File: src/rtl/intr_ctrl.sv
// Purpose: prioritised interrupt controller, NCH sources to one processor INTERRUPT line.
// Latency: src event -> pending 1 edge; pending&mask -> interrupt/vector 1 more edge.
// Backpressure: holds the request until interrupt_ack; holds SERVICE until eoi; sources are never stalled.
module intr_ctrl #(
    parameter int             NCH  = 4,
    parameter logic [NCH-1:0] EDGE = {NCH{1'b1}}
) (
    input  logic           clk,
    input  logic           reset,
    input  logic [NCH-1:0] src,
    input  logic [15:0]    din,
    input  logic           ld_mask,
    input  logic           clr,
    input  logic           eoi,
    input  logic           interrupt_ack,
    output logic           interrupt,
    output logic [3:0]     vector,
    output logic [NCH-1:0] pending,
    output logic [NCH-1:0] ovf,
    output logic [NCH-1:0] mask,
    output logic           busy
);

    typedef enum logic [1:0] {
        S_IDLE    = 2'd0,
        S_REQ     = 2'd1,
        S_SERVICE = 2'd2
    } state_t;

    state_t         state_q,     state_d;
    logic [NCH-1:0] src_q;
    logic [NCH-1:0] pending_q,   pending_d;
    logic [NCH-1:0] ovf_q,       ovf_d;
    logic [NCH-1:0] mask_q,      mask_d;
    logic           interrupt_q, interrupt_d;
    logic [3:0]     vector_q,    vector_d;
    logic           busy_q,      busy_d;

    logic [NCH-1:0] evt;
    logic [NCH-1:0] clr_bits;
    logic [NCH-1:0] ack_clr;
    logic [NCH-1:0] active;
    logic [NCH-1:0] active_nxt;
    logic [3:0]     prio_idx;

    // Bits of din above the channel count carry no meaning for this block.
    logic unused_din;
    assign unused_din = ^din;

    // Event detection per channel: rising edge or level, chosen by EDGE.
    always_comb begin
        evt      = (EDGE & src & ~src_q) | (~EDGE & src);
        clr_bits = clr     ? din[NCH-1:0] : '0;
        mask_d   = ld_mask ? din[NCH-1:0] : mask_q;
        active   = pending_q & mask_q;
    end

    // Lowest-index active channel wins.
    always_comb begin
        prio_idx = 4'd0;
        for (int i = NCH - 1; i >= 0; i--) begin
            if (active[i]) prio_idx = 4'(i);
        end
    end

    // Auto-acknowledge: the channel being accepted is cleared on the ack edge.
    always_comb begin
        ack_clr = '0;
        if (state_q == S_REQ && interrupt_ack) begin
            for (int i = 0; i < NCH; i++) begin
                ack_clr[i] = (vector_q == 4'(i));
            end
        end
    end

    // Pending/overrun update: new events beat a software clear, but the
    // auto-ack clear wins so a held level source re-pends one edge later.
    always_comb begin
        pending_d = pending_q;
        ovf_d     = ovf_q;
        for (int i = 0; i < NCH; i++) begin
            if (ack_clr[i]) begin
                pending_d[i] = 1'b0;
            end else begin
                pending_d[i] = evt[i] | (pending_q[i] & ~clr_bits[i]);
            end
            if (evt[i] && clr_bits[i]) begin
                ovf_d[i] = ovf_q[i];
            end else if (clr_bits[i]) begin
                ovf_d[i] = 1'b0;
            end else begin
                ovf_d[i] = ovf_q[i] | (evt[i] & pending_q[i]);
            end
        end
        active_nxt = pending_d & mask_d;
    end

    // Request FSM; withdrawal looks at next-edge mask/pending so a mask or
    // clear write drops the request on the same edge it takes effect.
    always_comb begin
        state_d     = state_q;
        interrupt_d = interrupt_q;
        vector_d    = vector_q;
        busy_d      = busy_q;
        unique case (state_q)
            S_IDLE: begin
                if (active != '0) begin
                    state_d     = S_REQ;
                    interrupt_d = 1'b1;
                    vector_d    = prio_idx;
                end
            end
            S_REQ: begin
                if (interrupt_ack) begin
                    state_d     = S_SERVICE;
                    interrupt_d = 1'b0;
                    busy_d      = 1'b1;
                end else if (active_nxt == '0) begin
                    state_d     = S_IDLE;
                    interrupt_d = 1'b0;
                end
            end
            S_SERVICE: begin
                if (eoi) begin
                    state_d = S_IDLE;
                    busy_d  = 1'b0;
                end
            end
            default: begin
                state_d     = S_IDLE;
                interrupt_d = 1'b0;
                busy_d      = 1'b0;
            end
        endcase
    end

    // All state registers, cleared asynchronously by reset.
    always_ff @(posedge clk or negedge reset) begin
        if (!reset) begin
            state_q     <= S_IDLE;
            src_q       <= '0;
            pending_q   <= '0;
            ovf_q       <= '0;
            mask_q      <= '0;
            interrupt_q <= 1'b0;
            vector_q    <= 4'd0;
            busy_q      <= 1'b0;
        end else begin
            state_q     <= state_d;
            src_q       <= src;
            pending_q   <= pending_d;
            ovf_q       <= ovf_d;
            mask_q      <= mask_d;
            interrupt_q <= interrupt_d;
            vector_q    <= vector_d;
            busy_q      <= busy_d;
        end
    end

    assign interrupt = interrupt_q;
    assign vector    = vector_q;
    assign pending   = pending_q;
    assign ovf       = ovf_q;
    assign mask      = mask_q;
    assign busy      = busy_q;

endmodule

File: config.mk
export PLATFORM = sky130hd
export DESIGN_NAME = intr_ctrl
export DESIGN_NICKNAME = d
export VERILOG_FILES = /design/src/rtl/intr_ctrl.sv
export SDC_FILE = /design/constraint.sdc
export NUM_CORES = 1
export LEC_CHECK = 0
export CAP_MARGIN = 20
export CORE_MARGIN = 8
export CORE_UTILIZATION = 41
export DETAILED_ROUTE_END_ITERATION = 8
export PLACE_DENSITY = 0.78
export REMOVE_ABC_BUFFERS = 1
export SYNTH_ARGS = -nofsm -noshare
export SYNTH_HDL_FRONTEND = slang
export SYNTH_SLANG_ARGS = --single-unit
File: constraint.sdc
create_clock -name clk -period 1.95 [get_ports clk]
set_input_delay 0.195 -clock clk [delete_from_list [all_inputs] [get_ports clk]]
set_output_delay 0.195 -clock clk [all_outputs]
set_load 0.005 [all_outputs]
==> results of run 1 <==
## synth_stat cells (2+ instances only)
master and n:
nor2b_1 3, mux2_2 3, a22oi_1 2, a21o_1 4
inv_1 3, a21oi_1 10, nor2_1 2, buf_4 2
dfrtp_1 22, o22a_1 2, nand2b_1 2, o221a_2 2
o21ai_0 3, nand2_1 7, a21boi_0 3
## layout make-up
cell class / instances / share of cell area, %
Inverter: 3 / 0.804
Multi-Input combinational cell: 60 / 31.2
Tap cell: 30 / 2.68
Sequential cell: 22 / 39.3
Timing Repair Buffer: 34 / 23.4
Clock buffer: 4 / 2.59
## sequential cells by signal, indices dropped and copies added (netlist names)
| register | cells |
|---|---|
| busy | 1 |
| state_q | 2 |
| ovf | 4 |
| pending | 4 |
| mask | 4 |
| interrupt | 1 |
| vector | 2 |
| src_q | 4 |
## cells by family after synthesis
family | count (synthesis)
buffers and inverters | 7
muxes | 5
DFF | 22
and+or+nand+nor | 20
other | 1
AOI/OAI and AO/OA | 33
## worst paths after layout
path / slack [ps] / startpoint / endpoint / cells past startpoint
worst max-delay path: 100 / state_q[1] / interrupt / 4
worst min-delay path: 220 / reset / busy / 2
worst max register to register: 100 / state_q[1] / interrupt / 4
worst min register to register: 520 / ovf[2] / ovf[2] / 1
max in group asynchronous: 1510 / reset / pending[2] / 2
min in group clk: 330 / src[3] / src_q[3] / 1
## power breakdown
| part | switching (mW) | leakage, nW | total (mW) | internal (mW) |
|---|---|---|---|---|
| clock network | 0.139 | 0.0210 | 0.253 | 0.114 |
| registers | 0.170 | 0.258 | 0.743 | 0.573 |
| logic | 0.215 | 0.333 | 0.583 | 0.368 |
| total | 0.524 | 0.613 | 1.58 | 1.06 |
## stage by stage
stage | area [um^2] | utilization, % | total power, mW
finish | 1400 | 57.6 | 1.58
global route | 1400 | 57.6 | 1.68
floorplan | 998 | - | 0.996
detailed placement | 1360 | 56.1 | 1.34
global placement | 1360 | 56.1 | 1.30
CTS | 1400 | 57.6 | 1.59
## metal layers
metal | share of wire, % | track usage [%] | wire, um
met1 | 44 | 15.0 | 1140
met2 | 44 | 19.1 | 1140
met3 | 8.7 | 5.08 | 223
met4 | 2.7 | 6.13 | 68
met5 | 0 | 0 | 0
## layout by cell type, fill, tap and decap left out, types with 2 or more instances in the layout
cell type        count
o22a_1               2
nand2_1              7
a21oi_1             10
mux2_2               3
conb_1               2
a21o_1               4
a21boi_0             3
o221a_2              2
nand2b_1             2
clkdlybuf4s50_1     29
nor2b_1              3
nor2_1               2
clkbuf_4             3
o21ai_0              3
inv_1                3
dfrtp_1             22
buf_4                5
a22oi_1              2
## critical path: cells and delay by family, from the launching register on
kind | cells | cell delay, ps
AO/OA/AOI/OAI | 3 | 980
flip-flops | 1 | 510
AND/OR/NAND/NOR | 1 | 240
==> results.py, run 1 <==
metrics = {
    "outcome": {
        "status": "completed",
    },
    "routing": {
        "drt_iter0_markers": 16,
        "vias": 850,
        "wl_um": 2560,
        "drc": 0,
        "viasPerCell": 5.56,
        "route.antenna.remaining_nets": 0,
        "wl_per_cell_um": 16.8,
        "dr.pass1.iters": 4,
    },
    "placement": {
        "place_congestion": 0.776,
        "placed_cells": 149,
        "hpwl_um": 2000,
        "port_buffers": 29,
        "pre_cts_slack_ps": -182,
    },
    "synthesis": {
        "muxShareOfSynthArea_pct": 5.37,
        "synthXorXnorAreaFrac_pct": 0,
        "synth_area_leaders": "dfrtp_1 54%, a21oi_1 4.9%, mux2_2 3.3%, a21o_1 2.9%, nand2_1 2.6%",
        "synth_enable_flop_cells": 0,
        "synth-seq-area-share_pct": 53.7,
        "synth.top_cell.area_share_pct": 53.7,
        "yosys.area.top_type": "dfrtp_1",
        "syn-cell-area_um2": 1030,
        "async_flop_share_pct": 100,
        "synth_top_family_by_area": "compound AO/OA/AOI/OAI gates",
        "ys_ff_latch": 22,
        "synth-simple-area-share_pct": 12.8,
        "synth_cell_types": 33,
        "yosys_warnings": 0,
        "avgSynthCellArea_um2": 11.7,
        "synth_compound_area_share_pct": 23.7,
        "synthAdderAreaFrac_pct": 0,
        "ys.flop_type": "dfrtp_1",
        "synth_cells": 88,
    },
    "global_route": {
        "antenna_found_initial": 0,
        "globalRouteOverflowTotal": 0,
        "grt_pass1_vias": 907,
        "gr-usage-all-layers_pct": 12.5,
        "grt_pass1_wl_um": 4340,
        "grt_max_degree": 23,
    },
    "finish": {
        "filler_cell_count": 213,
        "instances_no_fill": 153,
        "multi_input_area_um2": 437,
        "drive_above_1_share_pct": 13.8,
        "num_antenna_cells": 0,
        "seq_area_um2": 551,
        "nNetsFinal": 150,
        "syn2layout_area_growth_pct": 36.5,
    },
    "timing": {
        "finalSetupViolCount": 0,
        "whs_ps": 219,
        "period_share_pct": 94.7,
        "rsz0062_at_grt": "no",
        "hold_viol_final": 0,
        "min_period_ps": 1850,
        "final.setup_skew_ps": 5.58,
        "final.setup.worst_slack_ps": 104,
        "fin_setup_tns_ps": 0,
        "timing.fmax_ghz": 0.542,
        "maxSlewViolCount": 0,
    },
    "clock_network": {
        "cts_root_buffer": "clkbuf_4",
        "postCtsSetupBuffers": 0,
        "cts_hold_buf": 0,
        "insertion_delay_ps": 310,
        "cts_buffers": 3,
        "cts_resized": 0,
        "tritoncts": "yes",
        "clk_path_buf_depth": 2,
        "cts.reportedPaths.clkPinSlew_ps": 120,
        "clkSinkCount": 22,
        "htree_levels": 1,
    },
    "setup_path": {
        "slowest_stage": "dfrtp_1",
        "crit_path_end_kind": "flip-flop",
        "cp.arrival_ps": 2050,
        "critPathMaxStageDelay_ps": 510,
        "crit_chain": "nand4bb_1 -> o221a_2 -> a2111o_1 -> a221o_1",
        "cp_max_fo": 10,
        "worstPathRequired_ps": 2160,
        "critical_path_class": "flip-flop to flip-flop",
        "start_kind": "flip-flop",
    },
    "floorplanning": {
        "rows": 18,
        "dieArea_um2": 4360,
        "die_w_um": 66.0,
        "design.core.area_um2": 2430,
        "num_io_pins": 44,
        "fp.dieH_um": 66.0,
        "initial_core_util_pct": 42.2,
    },
    "power": {
        "pwr_density_cell_nw_per_um2": 1130,
        "leakage_nw": 0.613,
        "ir_drop_v": 0.000761,
    },
    "worst_hold_path": {
        "min_path_type": "input pin to async pin",
    },
    "flow_run": {
        "cap_violations": 0,
    },
}
(Power assumes the default switching activity.)
==> inputs of run 2 (changes only) <==
--- a/config.mk
+++ b/config.mk
@@ -7,9 +7,8 @@
 export LEC_CHECK = 0
 export CAP_MARGIN = 20
 export CORE_MARGIN = 8
-export CORE_UTILIZATION = 41
+export CORE_UTILIZATION = 30
 export DETAILED_ROUTE_END_ITERATION = 8
-export PLACE_DENSITY = 0.78
 export REMOVE_ABC_BUFFERS = 1
 export SYNTH_ARGS = -nofsm -noshare
 export SYNTH_HDL_FRONTEND = slang
==> run 2 against run 1 <==
Clock skew increased by 9.5 ps. Clock power increased by 41%. Clock-buffer cell count fell by 1. Core utilization shrank 13 points. Maximum frequency rose by 3.9%. Non-clock buffer count up 3. Largest cell class unchanged. First-iteration DRC count grew 69%. Highest routed layer unchanged. Wire length is 2.6% higher. Sequential share of layout area shrank 1.6 points.
==> results.py, run 2 (synthesis gave the netlist of run 1 again) <==
metrics = {
    "clock_network": {
        "clkSinkCount": 22,
        "cts_resized": 0,
        "cts_root_buffer": "clkbuf_4",
        "clk_path_buf_depth": 2,
        "insertion_delay_ps": 320,
        "htree_levels": 1,
        "cts_buffers": 3,
        "cts.reportedPaths.clkPinSlew_ps": 140,
        "tritoncts": "yes",
        "postCtsSetupBuffers": 0,
        "cts_hold_buf": 0,
    },
    "timing": {
        "final.setup_skew_ps": 15.1,
        "rsz0062_at_grt": "no",
        "timing.fmax_ghz": 0.563,
        "hold_viol_final": 0,
        "final.setup.worst_slack_ps": 173,
        "maxSlewViolCount": 0,
        "period_share_pct": 91.1,
        "min_period_ps": 1780,
        "finalSetupViolCount": 0,
        "whs_ps": 213,
    },
    "global_route": {
        "gr-usage-all-layers_pct": 10.4,
        "antenna_found_initial": 0,
        "grt_pass1_vias": 860,
        "grt_pass1_wl_um": 4470,
        "globalRouteOverflowTotal": 0,
        "grt_max_degree": 23,
    },
    "finish": {
        "stdcell_area_um2": 1460,
        "nNetsFinal": 153,
        "num_antenna_cells": 0,
        "utilization_pct": 44.1,
        "drive_above_1_share_pct": 15.9,
        "filler_cell_count": 331,
        "instances_no_fill": 172,
        "syn2layout_area_growth_pct": 42.2,
        "layout_commonest_cell": "clkdlybuf4s50_1",
        "final_cell_mix": "29 x clkdlybuf4s50_1, 22 x dfrtp_1, 10 x a21oi_1",
    },
    "floorplanning": {
        "die_w_um": 74.5,
        "design.core.area_um2": 3310,
        "initial_core_util_pct": 31.0,
        "num_io_pins": 44,
        "fp.dieH_um": 74.5,
        "rows": 21,
        "dieArea_um2": 5550,
    },
    "routing": {
        "drt_iter0_markers": 27,
        "highest_layer": "met4",
        "route.antenna.remaining_nets": 0,
        "drc": 0,
        "wl_um": 2630,
        "route.met3.wl_um": 206,
        "vias": 848,
        "dr.pass1.iters": 4,
        "wl_per_cell_um": 15.3,
        "viasPerCell": 4.93,
        "met1_length_um": 1260,
        "met2_length_um": 1150,
    },
    "setup_path": {
        "start_kind": "flip-flop",
        "critPathBufInv": 0,
        "crit_path_end_kind": "flip-flop",
        "reg2reg_setup_slack_ps": 170,
        "critPathMaxStageDelay_ps": 550,
        "critical_path_class": "flip-flop to flip-flop",
        "cp.arrival_ps": 2000,
        "crit_chain": "nand4bb_1 -> o221a_2 -> a2111o_1 -> a221o_1",
        "slowest_stage": "dfrtp_1",
        "worstPathRequired_ps": 2170,
        "cp_max_fo": 9,
        "cpLargestDelayFamily": "compound AO/OA/AOI/OAI gates",
    },
    "power": {
        "ir_drop_v": 0.000659,
        "pwr_density_cell_nw_per_um2": 1160,
        "leakage_nw": 0.635,
    },
    "placement": {
        "placed_cells": 168,
        "place_congestion": 0.801,
        "hpwl_um": 2030,
        "pre_cts_slack_ps": -174,
        "port_buffers": 29,
        "placed_area_um2": 1410,
    },
    "outcome": {
        "status": "completed",
    },
    "flow_run": {
        "cap_violations": 0,
    },
    "worst_hold_path": {
        "min_path_type": "input pin to async pin",
    },
}
-- run 2: changes by cell type in the layout (fill, tap and decap cells not counted) --
cell	previous run	this run
bufinv_16	0	1
buf_4	5	8
clkbuf_8	1	0
-- run 2: final timing paths --
kind,start,endpoint,cells past startpoint
worst max-delay path,state_q[0],interrupt,4
worst min-delay path,reset,src_q[3],2
worst max register to register,state_q[0],interrupt,4
worst min register to register,ovf[2],ovf[2],1
max in group asynchronous,reset,ovf[0],2
min in group clk,src[3],src_q[3],1
-- run 2: cell type report --
cell class                 count  area (um^2)  share of cell area [%]
timing repair buffer          37          350                    24.0
tap                           46         57.6                    3.95
multi-input combinational     60          437                    29.9
sequential                    22          551                    37.7
clock buffer                   3         22.5                    1.54
inverter                       3         11.3                   0.772
clock inverter                 1         30.0                    2.06
-- run 2: worst reg2reg max path, delay by kind of cell, from the launching register on --
| family | cells | cell delay (ps) |
|---|---|---|
| and+or+nand+nor | 1 | 170 |
| DFF | 1 | 550 |
| AOI/OAI and AO/OA | 3 | 980 |
-- run 2: metrics by stage --
stage	power (mW)	setup TNS (ps)
global placement	1.33	-202
CTS	1.71	0
detailed placement	1.35	-195
finish	1.69	0
floorplan	0.996	0
global route	1.81	0
-- run 2: report_power, final --
part           switching, mW  total, mW  internal (mW)
clock network          0.149      0.357          0.208
registers              0.162      0.735          0.573
logic                  0.217      0.598          0.381
total                  0.528       1.69           1.16
-- run 2: metal layers --
metal | up-vias | track usage, %
met5 | - | 0
met1 | 420 | 13.8
met3 | 2 | 4.18
met4 | 0 | 1.96
li1 | 397 | -
met2 | 29 | 15.6
==> inputs of run 3 (changes only) <==
--- a/config.mk
+++ b/config.mk
@@ -9,6 +9,7 @@
 export CORE_MARGIN = 8
 export CORE_UTILIZATION = 30
 export DETAILED_ROUTE_END_ITERATION = 8
+export MAX_ROUTING_LAYER = met4
 export REMOVE_ABC_BUFFERS = 1
 export SYNTH_ARGS = -nofsm -noshare
 export SYNTH_HDL_FRONTEND = slang
==> run 3 against run 2 <==
Via count increased by 0.12%. Critical endpoint unchanged. Non-clock buffer count is the same. Flip-flop and latch count unchanged. Combinational power about the same. Die area unchanged. Wire length is 0.11% lower. Largest power group unchanged. Sequential power hardly changed. Cell count unchanged. Core utilization did not move. Critical path depth stayed put. Cell area unchanged. First-iteration DRC count unchanged.
==> results.py, run 3 (synthesis gave the netlist of run 1 again) <==
metrics = {
    "placement": {
        "place_congestion": 0.813,
        "hpwl_um": 2030,
        "port_buffers": 29,
    },
    "finish": {
        "filler_cell_count": 331,
        "multi_input_area_um2": 437,
        "drive_above_1_share_pct": 15.9,
        "layout_commonest_cell": "clkdlybuf4s50_1",
        "final_cell_mix": "29 x clkdlybuf4s50_1, 22 x dfrtp_1, 10 x a21oi_1",
        "seq_area_um2": 551,
        "num_antenna_cells": 0,
        "nNetsFinal": 153,
        "syn2layout_area_growth_pct": 42.2,
    },
    "clock_network": {
        "cts.reportedPaths.clkPinSlew_ps": 140,
        "cts_buffers": 3,
        "postCtsSetupBuffers": 0,
        "tritoncts": "yes",
        "htree_levels": 1,
        "clkSinkCount": 22,
        "clk_path_buf_depth": 2,
        "cts_resized": 0,
        "cts_root_buffer": "clkbuf_4",
        "insertion_delay_ps": 320,
        "cts_hold_buf": 0,
    },
    "setup_path": {
        "ff2ff_path_depth": 4,
        "critPathBufInv": 0,
        "crit_chain": "nand4bb_1 -> o221a_2 -> a2111o_1 -> a221o_1",
        "worstPathRequired_ps": 2170,
        "slowest_stage": "dfrtp_1",
        "cpLargestDelayFamily": "compound AO/OA/AOI/OAI gates",
        "timing.rr.start": "state_q[0]",
        "reg2reg_to": "interrupt",
        "crit_path_end_kind": "flip-flop",
        "start_kind": "flip-flop",
        "critPathMaxStageDelay_ps": 550,
        "reg2reg_setup_slack_ps": 180,
        "cp_max_fo": 9,
        "critical_path_class": "flip-flop to flip-flop",
        "cp.arrival_ps": 2000,
    },
    "floorplanning": {
        "initial_core_util_pct": 31.0,
        "num_io_pins": 44,
        "design.core.area_um2": 3310,
        "die_w_um": 74.5,
        "dieArea_um2": 5550,
        "rows": 21,
        "fp.dieH_um": 74.5,
    },
    "timing": {
        "maxSlewViolCount": 0,
        "period_share_pct": 90.9,
        "hold_viol_final": 0,
        "timing.fmax_ghz": 0.564,
        "rsz0062_at_grt": "no",
        "finalSetupViolCount": 0,
        "whs_ps": 212,
        "final.setup_skew_ps": 15.1,
        "min_period_ps": 1770,
    },
    "worst_hold_path": {
        "min_path_type": "input pin to async pin",
    },
    "outcome": {
        "status": "completed",
    },
    "global_route": {
        "antenna_found_initial": 0,
        "grt_max_degree": 23,
        "grt_pass1_vias": 860,
        "grt_pass1_wl_um": 4470,
        "globalRouteOverflowTotal": 0,
        "gr-usage-all-layers_pct": 10.7,
    },
    "routing": {
        "drt_iter0_markers": 27,
        "met1_length_um": 1280,
        "route.antenna.remaining_nets": 0,
        "viasPerCell": 4.94,
        "drc": 0,
        "dr.pass1.iters": 4,
        "wl_um": 2630,
        "wl_per_cell_um": 15.3,
        "route.met3.wl_um": 181,
        "vias": 849,
        "met2_length_um": 1150,
        "highest_layer": "met4",
    },
    "power": {
        "leakage_nw": 0.635,
        "pwr_density_cell_nw_per_um2": 1160,
        "ir_drop_v": 0.000659,
        "power.total_mw": 1.69,
    },
    "flow_run": {
        "cap_violations": 0,
    },
}
## run 3: cell counts in the layout (fill, tap and decap cells not counted)
No cell type changed its count.
## run 3: layer usage
metal | vias to the layer above | track usage, %
met5 | - | -
met4 | 0 | 1.96
met3 | 2 | 3.77
met2 | 31 | 15.6
met1 | 419 | 14.0
li1 | 397 | -
## run 3: worst max-delay path by stage
stage	from	to	slack, ps	cells after the start
after floorplan	vector[1]	interrupt	310	4
after global placement	ld_mask	interrupt	-180	5
after detailed placement	ld_mask	interrupt	-170	5
after CTS	state_q[0]	interrupt	170	4
after global routing	state_q[0]	interrupt	80	4
final	state_q[0]	interrupt	180	4
## run 3: layout make-up
| cell class | instances | area share (%) |
|---|---|---|
| clock buffers | 3 | 1.54 |
| clock inverters | 1 | 2.06 |
| inverters | 3 | 0.772 |
| multi-input cells | 60 | 29.9 |
| flip-flops and latches | 22 | 37.7 |
| well taps | 46 | 3.95 |
| repair buffers | 37 | 24.0 |
## run 3: metrics by stage
step                worst slack [ps]  TNS (ps)  area, um^2  std cells  util (%)
finish                           177         0        1460        172      44.1
global route                    84.5         0        1460        172      44.1
CTS                              171         0        1460        172      44.1
detailed placement              -174      -195        1410        168      42.5
global placement                -177      -202        1410        168      42.5
floorplan                        313         0         998         85         -
## run 3: where the power goes
part | total, mW | switching (mW) | internal, mW | leakage, nW
sequential | 0.735 | 0.162 | 0.573 | 0.258
clock | 0.357 | 0.149 | 0.208 | 0.0279
combinational | 0.598 | 0.217 | 0.381 | 0.348
